==> config.mk <==
export PLATFORM = sky130hd
export DESIGN_NAME = uart_tx_fifo_bridge
export DESIGN_NICKNAME = d
export VERILOG_FILES = /design/src/rtl/uart_tx_fifo_bridge.sv
export SDC_FILE = /design/constraint.sdc
export NUM_CORES = 1
export LEC_CHECK = 0
export CORE_MARGIN = 5
export CORE_UTILIZATION = 56
export CTS_BUF_LIST = sky130_fd_sc_hd__clkbuf_2
export DETAILED_ROUTE_END_ITERATION = 8
export PLACE_DENSITY = 0.81
export REMOVE_ABC_BUFFERS = 1
export SETUP_SLACK_MARGIN = 0.5
export SLEW_MARGIN = 0
export SYNTH_ARGS = -nofsm -noshare
export SYNTH_HDL_FRONTEND = slang
export SYNTH_SLANG_ARGS = --single-unit
==> constraint.sdc <==
create_clock -name i_clk -period 3.1 [get_ports i_clk]
set_input_delay 0.775 -clock i_clk [delete_from_list [all_inputs] [get_ports i_clk]]
set_output_delay 0.775 -clock i_clk [all_outputs]
set_load 0.03 [all_outputs]
==> src/rtl/uart_tx_fifo_bridge.sv <==
// uart_tx_fifo_bridge
//   Byte FIFO in front of uart_tx. Producers push bytes, and the FSM drains them
//   one at a time using the tx_start / tx_busy handshake. Byte order is preserved.
//
//   Optional feature macro: UART_TX_BRIDGE_TIMEOUT_EN
//     When it is defined, a watchdog runs in WAIT_HI. If tx_busy never rises
//     within TIMEOUT_CYCLES clocks, the FSM pulses o_tx_err, abandons the popped
//     byte and returns to IDLE.
//     When it is undefined, there is no o_tx_err port and WAIT_HI waits forever.
//
//   state   | meaning
//   --------+-----------------------------------------------------------
//   IDLE    | no byte in flight; launches the FIFO head when not empty
//   WAIT_HI | byte launched, waiting for uart_tx to raise tx_busy
//   WAIT_LO | uart_tx busy, waiting for tx_busy to fall (byte complete)
module uart_tx_fifo_bridge #(
    parameter int DEPTH          = 4,
    parameter int TIMEOUT_CYCLES = 255
) (
    input  logic                     i_clk,
    input  logic                     i_rst,
    input  logic                     i_push,
    input  logic [7:0]               i_push_data,
    output logic                     o_full,
    output logic                     o_empty,
    output logic [$clog2(DEPTH):0]   o_count,
    output logic                     o_drop,
    output logic                     o_tx_start,
    output logic [7:0]               o_tx_data,
    input  logic                     i_tx_busy
`ifdef UART_TX_BRIDGE_TIMEOUT_EN
    ,
    output logic                     o_tx_err
`endif
);

    localparam int AW = $clog2(DEPTH);
    localparam logic [AW:0]   CNT_ONE  = (AW+1)'(1);
    localparam logic [AW:0]   CNT_FULL = (AW+1)'(DEPTH);
    localparam logic [AW-1:0] PTR_ONE  = AW'(1);

    // Catch illegal parameterisations at elaboration rather than in silicon.
    if (DEPTH < 2 || (DEPTH & (DEPTH - 1)) != 0 || TIMEOUT_CYCLES < 1) begin : g_param_check
        $error("uart_tx_fifo_bridge: DEPTH must be a power of 2 >= 2 and TIMEOUT_CYCLES >= 1");
    end

    typedef enum logic [1:0] {
        S_IDLE    = 2'd0,
        S_WAIT_HI = 2'd1,
        S_WAIT_LO = 2'd2
    } state_t;

    logic [7:0]    r_mem [DEPTH];
    logic [AW-1:0] r_wptr;
    logic [AW-1:0] r_rptr;
    logic [AW:0]   r_count;
    logic          r_drop;
    state_t        r_state;
    logic          r_tx_start;
    logic [7:0]    r_tx_data;

    logic w_full;
    logic w_empty;
    logic w_push_ok;
    logic w_pop;

`ifdef UART_TX_BRIDGE_TIMEOUT_EN
    localparam int TW = $clog2(TIMEOUT_CYCLES + 1);
    // Loaded with TIMEOUT_CYCLES-1 at launch so the terminal count (zero) is hit
    // on the TIMEOUT_CYCLES-th edge spent in WAIT_HI.
    localparam logic [TW-1:0] TMR_LOAD = TW'(TIMEOUT_CYCLES - 1);
    localparam logic [TW-1:0] TMR_ONE  = TW'(1);

    logic [TW-1:0] r_timer;
    logic          r_tx_err;
`endif

    // Occupancy is the single source of full/empty; a full FIFO never bypasses,
    // even when a pop happens on the same edge.
    assign w_full    = (r_count == CNT_FULL);
    assign w_empty   = (r_count == '0);
    assign w_push_ok = i_push & ~w_full;
    assign w_pop     = (r_state == S_IDLE) & ~w_empty;

    // Storage array; written only for accepted pushes.
    always_ff @(posedge i_clk) begin
        if (w_push_ok) begin
            r_mem[r_wptr] <= i_push_data;
        end
    end

    // Write pointer, occupancy and the drop pulse for pushes rejected while full.
    always_ff @(posedge i_clk) begin
        if (i_rst) begin
            r_wptr  <= '0;
            r_count <= '0;
            r_drop  <= 1'b0;
        end else begin
            r_drop <= i_push & w_full;
            if (w_push_ok) begin
                r_wptr <= r_wptr + PTR_ONE;
            end
            case ({w_push_ok, w_pop})
                2'b10:   r_count <= r_count + CNT_ONE;
                2'b01:   r_count <= r_count - CNT_ONE;
                default: r_count <= r_count;
            endcase
        end
    end

    // Launch/handshake FSM; owns the read pointer and all uart-facing outputs.
    always_ff @(posedge i_clk) begin
        if (i_rst) begin
            r_state    <= S_IDLE;
            r_rptr     <= '0;
            r_tx_start <= 1'b0;
            r_tx_data  <= 8'h00;
`ifdef UART_TX_BRIDGE_TIMEOUT_EN
            r_timer    <= '0;
            r_tx_err   <= 1'b0;
`endif
        end else begin
            r_tx_start <= 1'b0;
`ifdef UART_TX_BRIDGE_TIMEOUT_EN
            r_tx_err   <= 1'b0;
`endif
            case (r_state)
                S_IDLE: begin
                    if (!w_empty) begin
                        r_tx_data  <= r_mem[r_rptr];
                        r_rptr     <= r_rptr + PTR_ONE;
                        r_tx_start <= 1'b1;
                        r_state    <= S_WAIT_HI;
`ifdef UART_TX_BRIDGE_TIMEOUT_EN
                        r_timer    <= TMR_LOAD;
`endif
                    end
                end
                S_WAIT_HI: begin
                    if (i_tx_busy) begin
                        r_state <= S_WAIT_LO;
`ifdef UART_TX_BRIDGE_TIMEOUT_EN
                    end else if (r_timer == '0) begin
                        r_tx_err <= 1'b1;
                        r_state  <= S_IDLE;
                    end else begin
                        r_timer <= r_timer - TMR_ONE;
`endif
                    end
                end
                S_WAIT_LO: begin
                    if (!i_tx_busy) begin
                        r_state <= S_IDLE;
                    end
                end
                default: r_state <= S_IDLE;
            endcase
        end
    end

    assign o_full     = w_full;
    assign o_empty    = w_empty;
    assign o_count    = r_count;
    assign o_drop     = r_drop;
    assign o_tx_start = r_tx_start;
    assign o_tx_data  = r_tx_data;
`ifdef UART_TX_BRIDGE_TIMEOUT_EN
    assign o_tx_err   = r_tx_err;
`endif

endmodule
==> impl_metrics.json <==
{
  "status": "completed",
  "routed_via_density": 5.60,
  "routed-via-count": 1210,
  "critPathRequiredTime_ns": 2.32,
  "yosysTopAreaCell": "edfxtp_1",
  "setup_slack_ns": 0.589,
  "synth.distinct_cells": 31,
  "critPathArrivalTime_ns": 1.74,
  "crit_path_start_kind": "register",
  "io_pins": 27,
  "tritoncts": "done",
  "overflow": 0,
  "grt_pass1_vias": 1239,
  "cts_htree_levels": 2,
  "hold_start": "o_tx_data[7]$_SDFFE_PP0P_",
  "wire_per_inst_um": 16.1,
  "rsz0062_at_grt": "true",
  "fin_nets": 185,
  "seq_area_frac_synth_pct": 65.7,
  "drcViolationCount": 0,
  "setup_tns_ns": 0,
  "start_util_pct": 56.6,
  "area_delta_synth_final_pct": 16.2,
  "dp_hpwl_mm": 2.47,
  "antenna_found_initial": 0,
  "routabilityCongestion": 0.674,
  "reg2reg_to": "o_count[2]$_SDFFE_PP0P_",
  "slew_violations": 0,
  "syn_avg_cell_area_sq_um": 14.3,
  "finClkSkew_ns": 0.0153,
  "mappedNetlistArea_sq_um": 2040,
  "drv_cap": 0,
  "grt_max_degree": 21,
  "fmax_ghz": 0.398,
  "drtIter0Drc": 126,
  "worst-setup-path-type": "register to output port",
  "min_path_type": "register to register",
  "core_area_sq_um": 3610,
  "slew_headroom_pct": 51.3,
  "antenna-diode-count": 0,
  "r2r_cells": 9,
  "ys_ff_latch": 51,
  "ff2ff_setup_slack_ns": 0.79,
  "die-area_sq_um": 4950,
  "layout-drive-gt1-share_pct": 12.5,
  "num_rows": 22,
  "powerDensity_nw_per_um2": 912,
  "dr.pass1.iters": 4,
  "post-cts-setup-buffer-count": 0,
  "yosysWarnings": 0,
  "numCtsBuffers": 5,
  "dieHeight_um": 70.4,
  "timing.final.crit_period_ns": 2.51,
  "hold-path-endpoint": "o_tx_data[7]$_SDFFE_PP0P_",
  "port_buffers": 26,
  "fin_crit_sh_pct": 81.0,
  "grt_pass1_wl_mm": 5.84,
  "finalSetupViolations": 0,
  "hold_viol": 0,
  "end_kind": "output port",
  "r2r-start": "o_count[0]$_SDFFE_PP0P_",
  "place_ws_ns": 0.360,
  "path_clk_slew_ns": 0.22,
  "fillCellCount": 248,
  "ir_worst_vdd_uv": 380,
  "hold_depth": 2,
  "drt_wl_total_mm": 3.47,
  "clock-root-buffer": "clkbuf_2",
  "synthDominantCellAreaShare_pct": 47.1,
  "worstPathMaxFanout": 11,
  "die_w_um": 70.4,
  "syn_inst": 143,
  "track_usage_pct": 15.6,
  "ant_nets": 0,
  "synth.area.top_cells": "edfxtp_1 (47%), dfxtp_1 (19%), mux4_2 (8.8%)",
  "leakagePower_nw": 0.810,
  "worst_slew_pin_slew_ns": 0.729,
  "clock_latency_ns": 0.43,
  "cts_sinks": 51,
  "clock_path_buffers": 2
}
-- report_power, final --
part           internal [W]  leakage [nW]  switching [W]
Sequential         0.000848         0.449      0.0000951
Combinational      0.000360         0.321       0.000521
Clock              0.000139        0.0392       0.000200
-- per-layer routing --
layer	track usage (%)	routed length, um
met4	7.66	94
met2	26.6	1850
met3	3.60	182
met1	18.2	1340
met5	0	0
-- final cells by class --
class / instances / area (sq um) / area share (%)
clock inverter: 2 / 37.5 / 1.58
clock buffer: 6 / 30.0 / 1.27
multi-input combinational: 75 / 618 / 26.1
tap: 48 / 60.1 / 2.53
sequential: 51 / 1340 / 56.5
inverter: 8 / 30.0 / 1.27
timing repair buffer: 26 / 255 / 10.8
-- cells by family (layout without fill, tap and decap cells) --
kind of cell	count (synthesis)	in the layout	share of synthesized area (%)
flops	51	51	65.7
fa+ha+maj	6	6	4.04
mux	8	8	8.82
compound gates	28	28	7.97
xor+xnor	3	3	1.29
buf+inv	17	42	4.17
simple gates	30	30	8.03
-- synth_stat cells, drive strengths merged --
library cell  instances
or3                   3
buf                   5
a31o                  1
nor2                  7
a21oi                13
a311oi                1
nor3                  1
xor2                  2
ha                    5
o21ai                10
dfxtp                19
fa                    1
inv                   8
a21o                  2
a2111oi               1
mux4                  8
nand3                10
clkbuf                4
edfxtp               32
or2                   1
xnor2                 1
nor3b                 2
and3                  4
nand2                 1
or3b                  1
-- worst max-delay path: stages (launching register included) --
cell and delay [ns]:
dfxtp_1 0.44, or3b_4 0.46, inv_1 0.07, clkdlybuf4s15_1 0.36
-- per-stage QoR --
stage / hold slack [ns] / std cells / total power (W) / utilization [%] / instance area, sq um
2_1_floorplan: 0.457 / 134 / 0.00154 / - / 1990
3_3_place_gp: 0.464 / 208 / 0.00180 / 64.0 / 2310
3_5_place_dp: 0.471 / 208 / 0.00185 / 64.0 / 2310
4_1_cts: 0.495 / 216 / 0.00217 / 65.9 / 2380
5_1_grt: 0.513 / 216 / 0.00230 / 65.8 / 2370
6_report: 0.497 / 216 / 0.00216 / 65.8 / 2370
-- sequential cells by signal, summed over array words and instances (netlist names) --
name        cells
r_mem          32
o_tx_data       8
o_count         3
r_rptr          2
r_state         2
r_wptr          2
o_drop          1
o_tx_start      1
-- worst max path at each step --
stage	cells past startpoint	startpoint	endpoint
after global placement	8	i_push	o_count[2]$_SDFFE_PP0P_
after detailed placement	8	i_push	o_count[2]$_SDFFE_PP0P_
after global routing	3	o_count[2]$_SDFFE_PP0P_	o_full
after CTS	3	o_count[2]$_SDFFE_PP0P_	o_full
after floorplan	8	o_count[2]$_SDFFE_PP0P_	o_count[2]$_SDFFE_PP0P_
final	3	o_count[2]$_SDFFE_PP0P_	o_full
-- placed cells by master (no fill, tap or decap) --
| master | netlist | layout |
|---|---|---|
| fa_1 | 1 | 1 |
| or2_1 | 1 | 1 |
| a311oi_2 | 1 | 1 |
| nand3_1 | 10 | 10 |
| nand2_1 | 1 | 1 |
| inv_1 | 7 | 7 |
| a31o_1 | 1 | 1 |
| edfxtp_1 | 32 | 32 |
| nor3_1 | 1 | 1 |
| nor2_1 | 7 | 7 |
| o21ai_0 | 10 | 10 |
| dfxtp_1 | 19 | 19 |
| and3_1 | 4 | 4 |
| clkinvlp_4 | 0 | 1 |
| or3_1 | 2 | 2 |
| xor2_1 | 2 | 2 |
| clkdlybuf4s15_1 | 0 | 1 |
| mux4_2 | 8 | 8 |
| or3_4 | 1 | 1 |
| bufinv_16 | 0 | 1 |
| inv_2 | 1 | 1 |
| buf_2 | 1 | 1 |
| xnor2_1 | 1 | 1 |
| nor3b_1 | 2 | 2 |
| or3b_4 | 0 | 1 |
| clkdlybuf4s50_1 | 0 | 24 |
| a21oi_1 | 13 | 13 |
| a2111oi_0 | 1 | 1 |
| ha_1 | 5 | 5 |
| clkbuf_2 | 1 | 6 |
| a21o_1 | 2 | 2 |
-- timing repair --
item / CTS / global route
setup endpoints to repair: 2 / 2
hold buffers: 0 / 0
cloned: 0 / 0
endpoints found under the hold margin: 0 / 0
gates resized for setup: 5 / 3
(Power assumes the default switching activity.)
